==> src/rtl/spi_pkg.sv <==
// Shared frame geometry, register map and controller state encoding for the
// SPI register-write initiator.
package spi_pkg;

  localparam int FRAME_W = 16;
  localparam int RW_BIT  = 15;
  localparam int ADDR_W  = 7;
  localparam int DATA_W  = 8;

  // Peripheral register map reachable through the frame address field
  localparam logic [ADDR_W-1:0] REG_EN_OUT_7_0  = 7'h00;
  localparam logic [ADDR_W-1:0] REG_EN_OUT_15_8 = 7'h01;
  localparam logic [ADDR_W-1:0] REG_EN_PWM_7_0  = 7'h02;
  localparam logic [ADDR_W-1:0] REG_EN_PWM_15_8 = 7'h03;
  localparam logic [ADDR_W-1:0] REG_PWM_DUTY    = 7'h04;

  typedef enum logic [2:0] {
    ST_IDLE  = 3'd0,
    ST_SETUP = 3'd1,
    ST_SHIFT = 3'd2,
    ST_HOLD  = 3'd3,
    ST_GAP   = 3'd4
  } spi_state_e;

endpackage

==> src/rtl/spi_sclk_tick.sv <==
// Half-period tick generator: pulses tick_o once every HALF_PERIOD enabled
// cycles; clr_i restarts the count so the first tick lands HALF_PERIOD
// cycles after the clear.
module spi_sclk_tick #(
  parameter int HALF_PERIOD = 4
) (
  input  logic clk,
  input  logic rst_n,
  input  logic clr_i,
  input  logic en_i,
  output logic tick_o
);

  localparam int CW = (HALF_PERIOD > 1) ? $clog2(HALF_PERIOD) : 1;
  localparam logic [CW-1:0] LAST = CW'(HALF_PERIOD - 1);

  logic [CW-1:0] cnt_q, cnt_d;

  assign tick_o = en_i && (cnt_q == LAST);

  // Next count: clear wins, otherwise wrap on the tick
  always_comb begin
    cnt_d = cnt_q;
    if (clr_i) begin
      cnt_d = '0;
    end else if (en_i) begin
      cnt_d = tick_o ? '0 : cnt_q + CW'(1);
    end
  end

  // Count register
  always_ff @(posedge clk or negedge rst_n) begin
    if (!rst_n) cnt_q <= '0;
    else        cnt_q <= cnt_d;
  end

endmodule

==> src/rtl/spi_controller.sv <==
// SPI mode-0 initiator for 16-bit {rw, addr[6:0], data[7:0]} frames, MSB
// first, with CIPO capture for read-back.
//
// User handshake: start is sampled only while busy=0; the cycle after
// acceptance busy=1 and the frame fields are frozen in the shift register.
// done is a one-cycle pulse in the cycle busy returns to 0; a start asserted
// in that same cycle is accepted, starts while busy=1 are dropped.
module spi_controller
  import spi_pkg::*;
#(
  parameter int HALF_PERIOD = 4,
  parameter int CS_GAP      = 2
) (
  input  logic              clk,
  input  logic              rst_n,
  input  logic              start,
  input  logic              rw,
  input  logic [ADDR_W-1:0] addr,
  input  logic [DATA_W-1:0] wdata,
  output logic              busy,
  output logic              done,
  output logic [DATA_W-1:0] rdata,
  output logic              sclk,
  output logic              copi,
  output logic              ncs,
  input  logic              cipo,
  output logic [2:0]        state
);

  localparam int BW = $clog2(FRAME_W + 1);
  localparam int GW = $clog2(CS_GAP + 1);

  spi_state_e        state_q, state_d;
  logic [RW_BIT-1:0] sreg_q, sreg_d;   // bits still to send after copi
  logic [DATA_W-1:0] cap_q, cap_d;     // last DATA_W bits seen on cipo
  logic [BW-1:0]     bit_cnt_q, bit_cnt_d;
  logic [GW-1:0]     gap_cnt_q, gap_cnt_d;
  logic              rw_q, rw_d;
  logic              sclk_q, sclk_d, copi_q, copi_d, ncs_q, ncs_d;
  logic              busy_q, busy_d, done_q, done_d;
  logic [DATA_W-1:0] rdata_q, rdata_d;
  logic              accept, tick;
  logic [FRAME_W-1:0] frame;

  assign frame = {rw, addr, wdata};

  spi_sclk_tick #(.HALF_PERIOD(HALF_PERIOD)) u_tick (
    .clk    (clk),
    .rst_n  (rst_n),
    .clr_i  (accept),
    .en_i   (busy_q),
    .tick_o (tick)
  );

  // Frame sequencing: next state and all bus/handshake outputs
  always_comb begin
    state_d   = state_q;
    sreg_d    = sreg_q;
    cap_d     = cap_q;
    bit_cnt_d = bit_cnt_q;
    gap_cnt_d = gap_cnt_q;
    rw_d      = rw_q;
    sclk_d    = sclk_q;
    copi_d    = copi_q;
    ncs_d     = ncs_q;
    busy_d    = busy_q;
    done_d    = 1'b0;
    rdata_d   = rdata_q;
    accept    = 1'b0;
    unique case (state_q)
      ST_IDLE: begin
        if (start) begin
          accept    = 1'b1;
          sreg_d    = frame[RW_BIT-1:0];
          copi_d    = frame[RW_BIT];
          rw_d      = rw;
          ncs_d     = 1'b0;
          busy_d    = 1'b1;
          bit_cnt_d = '0;
          gap_cnt_d = '0;
          state_d   = ST_SETUP;
        end
      end
      ST_SETUP: begin
        if (tick) begin
          sclk_d    = 1'b1;
          bit_cnt_d = bit_cnt_q + BW'(1);
          cap_d     = {cap_q[DATA_W-2:0], cipo};
          state_d   = ST_SHIFT;
        end
      end
      ST_SHIFT: begin
        if (tick) begin
          if (!sclk_q) begin
            sclk_d    = 1'b1;
            bit_cnt_d = bit_cnt_q + BW'(1);
            cap_d     = {cap_q[DATA_W-2:0], cipo};
          end else begin
            sclk_d = 1'b0;
            // No shift after the last rising edge; copi keeps bit 0 into HOLD
            if (bit_cnt_q == BW'(FRAME_W)) begin
              state_d = ST_HOLD;
            end else begin
              copi_d = sreg_q[RW_BIT-1];
              sreg_d = {sreg_q[RW_BIT-2:0], 1'b0};
            end
          end
        end
      end
      ST_HOLD: begin
        if (tick) begin
          ncs_d   = 1'b1;
          copi_d  = 1'b0;
          state_d = ST_GAP;
        end
      end
      ST_GAP: begin
        // ncs stays high for CS_GAP whole half periods, done closes the next one
        if (tick) begin
          if (gap_cnt_q == GW'(CS_GAP)) begin
            done_d  = 1'b1;
            busy_d  = 1'b0;
            state_d = ST_IDLE;
            if (!rw_q) rdata_d = cap_q;
          end else begin
            gap_cnt_d = gap_cnt_q + GW'(1);
          end
        end
      end
      default: state_d = ST_IDLE;
    endcase
  end

  // State and datapath registers, all cleared asynchronously
  always_ff @(posedge clk or negedge rst_n) begin
    if (!rst_n) begin
      state_q   <= ST_IDLE;
      sreg_q    <= '0;
      cap_q     <= '0;
      bit_cnt_q <= '0;
      gap_cnt_q <= '0;
      rw_q      <= 1'b0;
      sclk_q    <= 1'b0;
      copi_q    <= 1'b0;
      ncs_q     <= 1'b1;
      busy_q    <= 1'b0;
      done_q    <= 1'b0;
      rdata_q   <= '0;
    end else begin
      state_q   <= state_d;
      sreg_q    <= sreg_d;
      cap_q     <= cap_d;
      bit_cnt_q <= bit_cnt_d;
      gap_cnt_q <= gap_cnt_d;
      rw_q      <= rw_d;
      sclk_q    <= sclk_d;
      copi_q    <= copi_d;
      ncs_q     <= ncs_d;
      busy_q    <= busy_d;
      done_q    <= done_d;
      rdata_q   <= rdata_d;
    end
  end

  assign busy  = busy_q;
  assign done  = done_q;
  assign rdata = rdata_q;
  assign sclk  = sclk_q;
  assign copi  = copi_q;
  assign ncs   = ncs_q;
  assign state = state_q;

endmodule

==> config.mk <==
export PLATFORM = sky130hd
export DESIGN_NAME = spi_controller
export DESIGN_NICKNAME = d
export VERILOG_FILES = /design/src/rtl/spi_pkg.sv /design/src/rtl/spi_sclk_tick.sv /design/src/rtl/spi_controller.sv
export SDC_FILE = /design/constraint.sdc
export NUM_CORES = 1
export LEC_CHECK = 0
export CAP_MARGIN = 20
export CORE_AREA = 2 2 87 89
export CTS_BUF_LIST = sky130_fd_sc_hd__clkbuf_8
export DETAILED_ROUTE_END_ITERATION = 10
export DIE_AREA = 0 0 89 91
export GPL_ROUTABILITY_DRIVEN = 0
export PLACE_DENSITY = 0.54
export SYNTH_ARGS = -nofsm -noshare
export SYNTH_HDL_FRONTEND = slang
export SYNTH_SLANG_ARGS = --single-unit
==> constraint.sdc <==
create_clock -name clk -period 4.23 [get_ports clk]
set_input_delay 0.423 -clock clk [delete_from_list [all_inputs] [get_ports clk]]
set_output_delay 0.423 -clock clk [all_outputs]
set_load 0.01 [all_outputs]
Word level (Yosys, flattened, before mapping). Index checks and enable logic that the tools add are counted.

Register bits after elaboration: 49. Bits in latches: 0. RAM bits: 0. ROM bits: 0. Input bits: 20. Output and inout bits: 16. Word-level logic and storage cells: 106. Memories kept: 0.

Add/sub/neg operators: 3. $mul: 0. Div/mod/pow operators: 0. $lt $le $gt $ge: 0. Eq/ne operators: 18. Shift-type cells: 0. Muxes and demuxes: 51. Bitwise operators: 1. Reductions and logical operators: 20.

Operators with widths (number): $mux 15 (4); $pmux 15 s2 (1); $mux 3 (8); $mux 8 (3); $mux 5 (4); $mux 1 (17); $pmux 8 s2 (1); $reduce_and 4->1 (4); $pmux 3 s5 (1); $pmux 5 s3 (1); $ne 2x2->1 const B (7); $mux 2 (6); $reduce_and 5->1 (2); $reduce_bool 2->1 (5); $ne 2x1->1 const B (4); $reduce_and 8->1 (1); $eq 3x2->1 const B (2); $pmux 1 s2 (3); $reduce_and 3->1 (2); $reduce_and 6->1 (1); $reduce_bool 3->1 (2); $add 5x1->5 const B (1); $eq 5x5->1 const B (1); $add 2x1->2 const B (2); other kinds (9) (10).

Depth between registers and ports, before layout. Gate-level depths: netlist (run 1).

Word-level depth: 5. Depth in mapped cells: 8. Mapped depth without buffers: 6.

By module. A second synthesis (run 1) with hierarchy kept.

Cell total of the unflattened synthesis: 210. Area total of the unflattened synthesis: 2399.8 sq um.

By module, submodules not included: spi_controller (times used 1, cells each 201, area each 2293.4 sq um, sequential area each 1177.4 sq um); spi_sclk_tick (times used 1, cells each 9, area each 106.4 sq um, sequential area each 50.0 sq um).

Worst setup path before layout (run 1). No wires, ideal clock.

Path type: reg-to-reg. Start: reg state_q[0] (netlist: state[0]). End: reg sreg_q[10]. Data arrival time: 1.933 ns. Data required time: 4.105 ns. Setup slack: 2.172 ns. Stages on the path, launching flop included: 6. Buffers on the path: 2. Path through: dfrtp_1 > clkbuf_1 > nor3_1 > buf_2 > mux2_2 > mux2_4.

Word-level cells in the longest chain between the ends: 3. Elaborated cells between the ends (all ways): 9. Those cells by class: 5 x eq/ne; 1 x mux; 3 x reduce/logical.

Ends and longest elaborated chain: from (decl) (RTL line spi_controller.sv:33) `spi_state_e state_q, state_d;`; from (signal assigned) (RTL line spi_controller.sv:150) `state_q <= state_d;`; $eq 3x2->1 / $logic_not 3->1 (equally long branches) (RTL line spi_controller.sv:70) `unique case (state_q)`; $ne 2x2->1 (no source line), or another cell as far along; $reduce_and 5->1 (no source line); to (signal assigned) (RTL line spi_controller.sv:151) `sreg_q <= sreg_d;`; to (decl) (RTL line spi_controller.sv:34) `logic [RW_BIT-1:0] sreg_q, sreg_d;`.

Several ways; a longest one is shown, not always the timed one. A chain may end at the register's enable or synchronous reset.

Worst setup path after layout (run 1).
Start: reg state_q[0] (netlist: state[0]). End: reg rdata_q[3] (netlist: rdata[3]).

Word-level cells in the longest chain between the ends: 2.

Ends and longest elaborated chain: $eq 3x3->1 (RTL line spi_controller.sv:70); $reduce_and 4->1 (no source line); to (signal assigned) (RTL line spi_controller.sv:161) `rdata_q <= rdata_d;`; to (decl) (RTL line spi_controller.sv:41) `logic [DATA_W-1:0] rdata_q, rdata_d;`.

Every way passes these cells.

==> metrics.md, run 1 <==
| Metric | Value |
|---|---|
| Reg-to-reg setup timing slack | 1.87 ns |
| CTS tree | done |
| Buffer and inverter count on the worst path | 0 |
| Setup TNS | 0 ns |
| Slew @ Worst Pin | 0.7073 ns |
| CTS Hold Bufs | 0 |
| DR pass1 iterations | 4 |
| Post-synthesis cell count | 212 |
| Die ar. | 0.008099 mm^2 |
| Initial antenna violation count | 0 |
| PD cells | 605.5 mW/mm^2 |
| EDFF count, synth | 0 |
| Root buf cell | clkbuf_8 |
| Adder-cell share of the synthesized area | 0.02049 |
| Synth top area cells | dfrtp_1, mux2_2, nand2_1 |
| Final setup vio count | 0 |
| Wire per inst | 13.14 um |
| Worst path arrival time | 2.56 ns |
| #FFs+latches synth | 49 |
| Crit. Startpoint | state[0] |
| CP Max Fanout | 21 |
| CTS resizes | 0 |
| Buffer count from post-CTS setup fixing | 0 |
| Mux cell area share after synthesis | 0.1988 |
| Fin crit period | 2.360 ns |
| Final hold vios | 0 |
| # DRC | 0 |
| Via count | 1618 |
| Commonest non-fill, non-tap cell in the layout | dfrtp_1 |
| Period utilisation layout | 0.5579 |
| Slew Viols, Final | 0 |
| Worst r2r src | state[0] |
| Layout cells sized above 1 | 0.2520 |
| Worst setup endpoint | rdata[3] |
| Synth async-reset ratio | 1.000 |
| Diodes inserted | 0 |
| Min-delay worst type | in -> async |
| CP Launch Type | register |
| Unrepaired setup endpoints after global routing | false |
| Vias in the first global route | 1589 |
| H-tree depth | 2 |
| CTS clock-pin slew for the worst setup and hold paths | 0.09 ns |
| Synth Area in Compound Gates | 0.09068 |
| Net count, final | 269 |
| LEAKAGE | 1.349 nW |
| CTS Buf Count | 5 |
| Synth area leader | dfrtp_1 |
| Worst hold slack | 0.1990 ns |
| Main synth FF type | dfrtp_1 |
| Mapped cell area | 0.002442 mm^2 |
| Slew margin rel. | 0.5272 |
| Most frequent cells in the layout | dfrtp_1, clkdlybuf4s50_1, nand2_1 |
| Ports | 36 |
| Status | complete, no violations |
| CTS max path bufs | 2 |
| Main combinational cell family by area after synthesis | multiplexers |
| Synthesized area per cell | 11.52 um^2 |
| # fillers | 718 |
| DP Wirelength | 2991 um |
| Die H | 91 um |
| Simple-Gate Fraction of Synth Area | 0.1383 |
| Layout area overhead | 21.93% |
| # rows | 31 |
| Yosys cell types | 41 |
| R2R Path End | rdata[3] |
| Post-Synth XOR/XNOR Area | 0.003586 |
| Core area | 0.007137 mm^2 |
| Total global-route track usage | 0.1216 |
| Syn Nets | 236 |
| Post-synthesis sequential area ratio | 0.5026 |
| DR iter-0 viols | 59 |
| Detail Route Antenna Nets | 0 |
| DR vias/cell | 4.690 |
| Input/output buffers | 35 |
| Register-to-Register Path Depth | 4 |
| Chip Width | 89 um |
| Initial Util | 0.3422 |
| Worst path required time | 4.43 ns |
| Worst path depth | 4 |
| CP cell instances | nor3b_1 > nand3_1 > nor2_2 > mux2_2 |
| Worst Setup End Kind | register |
| Global route overflow | 0 |
| Worst Path Class, Setup | reg -> reg |
| Clock skew | 0.006800 ns |
| Crit path largest cell delay | 0.64 ns |
| Clk_lat worst skew | 0.30 ns |
| First-pass GRT wire length | 7714 um |
| Yosys Warn Count | 0 |
| Largest delay share family, worst path | simple AND/OR/NAND/NOR gates |
| Layout Utilization | 0.4173 |
| Pin count of the biggest net entering global routing | 50 |
| CP max stage cell | dfrtp_1 |
| F_max | 0.4238 GHz |
| Max Cap Viol | 0 |
| Top-area cell type share of the netlist area | 0.4918 |
| CTS Sinks | 49 |
| Routed wire length | 4532 um |
| Worst IR Drop VDD | 0.2535 mV |
==> Yosys cell counts, types with 3 or more instances <==
library cell and count:
mux2_4 8, mux2_2 28, a22o_1 4, inv_1 7, or2_2 3, ha_1 4
clkbuf_1 7, buf_6 3, nor3b_1 3, mux2i_1 5, dfrtp_1 48, nand2_1 33
nand3_1 3, a21oi_1 7, o21ai_0 7, nor3_1 4, nor2_1 8
==> layer usage <==
layer / vias up / global-route usage / share of wire / wire length [um]
li1: 807 / - / - / -
met1: 776 / 0.1780 / 0.49 / 2210
met2: 28 / 0.1760 / 0.45 / 2053
met3: 7 / 0.03364 / 0.048 / 216
met4: 0 / 0.03358 / 0.011 / 51
met5: - / 0 / 0 / 0
==> logic make-up (layout without fill, tap and decap cells) <==
family / count (synthesis) / after routing
xor+xnor: 1 / 1
buf+inv: 19 / 53
compound gates: 32 / 32
mux: 41 / 41
simple gates: 66 / 66
flops: 49 / 49
fa+ha+maj: 4 / 4
==> area by class of cell <==
cell class / instances / area, um^2 / area share
Inverter: 7 / 26.28 / 0.008824
Clock inverter: 2 / 37.54 / 0.01261
Multi-Input combinational cell: 144 / 1109 / 0.3723
Tap cell: 99 / 123.9 / 0.04160
Sequential cell: 49 / 1227 / 0.4122
Timing Repair Buffer: 38 / 371.6 / 0.1248
Clock buffer: 6 / 82.58 / 0.02773
==> report_power, final <==
group          switching (W)  total [W]  internal (W)
combinational       0.000280   0.000665      0.000385
clock               0.000162   0.000354      0.000192
sequential          0.000156   0.000784      0.000628
total               0.000598    0.00180       0.00121
==> how the worst min path moves through the flow <==
stage,start,to,slack [ns]
2_1_floorplan,rst_n,bit_cnt_q[0],0.13
3_3_place_gp,cap_q[7],cap_q[7],0.46
3_5_place_dp,cap_q[7],cap_q[7],0.47
4_1_cts,rst_n,rdata[3],0.24
5_1_grt,rst_n,rdata[4],0.26
6_report,rst_n,rdata[4],0.20
==> sequential cells by signal, summed over array words and instances, names as in the netlist <==
register	flops
sreg_q	15
cap_q	8
rdata	8
bit_cnt_q	5
state	3
gap_cnt_q	2
u_tick.cnt_q	2
busy	1
copi	1
done	1
ncs	1
rw_q	1
sclk	1
==> stage by stage <==
stage                     instances  total power [W]  setup WS [ns]  cell area (um^2)
after floorplan                 212         0.001319          2.172              2442
final                           345         0.001803          1.870              2978
after global routing            345         0.001949          1.505              2978
after global placement          336         0.001449          1.646              2846
after CTS                       344         0.001817          1.599              2967
after detailed placement        336         0.001458          1.595              2846
Power figures use the tool's default switching activity.
==> run 2: changes to the inputs <==
Settings changed: PLACE_DENSITY 0.54 to 0.56.
Clock period 4.23 ns to 2.05 ns, I/O delays scaled along.
==> run 2 against run 1 <==
Final area up 3.6%. Via count up 3.2%. Sequential power up 100%. Hold slack better by 0.23 ns. Clock power up 100%. Die area unchanged. Critical endpoint is now sreg_q[13].
==> metrics.md, run 2 (synthesis gave the netlist of run 1 again) <==
| Metric | Value |
|---|---|
| Status | complete, no violations |
| Worst path required time | 2.24 ns |
| Worst path arrival time | 2.14 ns |
| Largest Register | sreg_q |
| Vias in the first global route | 1648 |
| PD cells | 1235 mW/mm^2 |
| Final setup vio count | 0 |
| Wire per inst | 13.06 um |
| Worst Path Class, Setup | reg -> reg |
| Initial Util | 0.3422 |
| DR iter-0 viols | 42 |
| CP Launch Type | register |
| Most frequent cells in the layout | dfrtp_1, clkdlybuf4s50_1, nand2_1 |
| # rows | 31 |
| Unrepaired setup endpoints after global routing | false |
| CP max stage cell | or4_4 |
| Global route overflow | 0 |
| Diodes inserted | 0 |
| Net count, final | 280 |
| Chip Width | 89 um |
| Buffer and inverter count on the worst path | 1 |
| Initial antenna violation count | 0 |
| CTS Buf Count | 5 |
| Period utilisation layout | 0.9553 |
| Fin crit period | 1.958 ns |
| Commonest non-fill, non-tap cell in the layout | dfrtp_1 |
| Post-route non-filler standard cell count | 356 |
| CTS clock-pin slew for the worst setup and hold paths | 0.09 ns |
| Layout cells sized above 1 | 0.2802 |
| Detail Route Antenna Nets | 0 |
| First-pass GRT wire length | 7852 um |
| Layout area overhead | 26.28% |
| CP cell instances | inv_1 > ha_1 > nand4bb_2 > a21oi_2 > or4_4 > mux2_4 |
| Ports | 36 |
| Input/output buffers | 35 |
| Core area | 0.007137 mm^2 |
| CP Max Fanout | 15 |
| Largest register FFs | 15 |
| F_max | 0.5106 GHz |
| Slew @ Worst Pin | 0.5603 ns |
| Max Cap Viol | 0 |
| DR vias/cell | 4.688 |
| LEAKAGE | 1.411 nW |
| CTS Sinks | 49 |
| DR pass1 iterations | 4 |
| CTS tree | done |
| # fillers | 693 |
| Clk_lat worst skew | 0.29 ns |
| Die ar. | 0.008099 mm^2 |
| Crit path largest cell delay | 0.64 ns |
| H-tree depth | 2 |
| CTS max path bufs | 2 |
| Routed wire length | 4648 um |
| Placed insts | 347 |
| CTS resizes | 0 |
| Slew margin rel. | 0.6265 |
| Worst IR Drop VDD | 0.4915 mV |
| Die H | 91 um |
| Min-delay worst type | in -> async |
| Clock skew | 0.004040 ns |
| Setup TNS | 0 ns |
| Largest delay share family, worst path | simple AND/OR/NAND/NOR gates |
| Pin count of the biggest net entering global routing | 28 |
| Worst Setup End Kind | register |
| Slew Viols, Final | 0 |
| Via count | 1669 |
| # DRC | 0 |
| Total global-route track usage | 0.1221 |
| Final hold vios | 0 |
| Root buf cell | clkbuf_8 |
| DP Wirelength | 3233 um |
==> run 2: cell count changes in the layout (fill, tap and decap cells not counted), sizes merged <==
| cell | previous run | this run |
|---|---|---|
| buf | 4 | 14 |
| dlygate4sd3 | 0 | 1 |
==> run 2: final timing paths <==
path / start / end / slack (ns) / cells past startpoint
setup / recovery: bit_cnt_q[0] / sreg_q[13] / 0.09 / 6
hold / removal: rst_n / gap_cnt_q[1] / 0.43 / 2
setup reg to reg: bit_cnt_q[0] / sreg_q[13] / 0.09 / 6
hold reg to reg: cap_q[7] / cap_q[7] / 0.49 / 2
max in group asynchronous: rst_n / rdata[4] / 1.08 / 3
min in group clk: cipo / cap_q[0] / 0.43 / 3
==> run 2: cell type report <==
type,count,area [um^2],area share
clock inverter,2,37.54,0.01217
timing repair buffer,49,478.0,0.1550
inverter,7,26.28,0.008519
tap,99,123.9,0.04016
clock buffer,6,82.58,0.02677
multi-input combinational,144,1109,0.3594
sequential,49,1227,0.3980
==> run 2: what timing repair did <==
item | in CTS | in global routing
hold endpoints to repair | 21 | 0
setup buffers | 0 | 0
hold buffers | 1 | 0
==> run 2: stage by stage <==
| stage | total power, W | utilization | area (um^2) | worst slack (ns) | hold slack [ns] |
|---|---|---|---|---|---|
| floorplan | 0.002727 | - | 2447 | 0.04792 | -0.09059 |
| global placement | 0.003092 | 0.4139 | 2954 | 0.1425 | 0.2355 |
| detailed placement | 0.003116 | 0.4139 | 2954 | 0.1085 | 0.2295 |
| CTS | 0.003858 | 0.4322 | 3084 | 0.09442 | 0.4214 |
| global route | 0.004099 | 0.4322 | 3084 | 0.009471 | 0.4305 |
| finish | 0.003808 | 0.4322 | 3084 | 0.09163 | 0.4274 |
==> run 2: power by group <==
part / switching [W] / internal, W
clock: 0.000327 / 0.000397
sequential: 0.000281 / 0.00130
combinational: 0.000645 / 0.000861
total: 0.00125 / 0.00256
==> run 2: per-layer routing <==
layer,GRT usage,share of wire
met2,0.1835,0.45
met3,0.02818,0.042
met1,0.1829,0.50
met5,0,0
met4,0.01866,0.0041
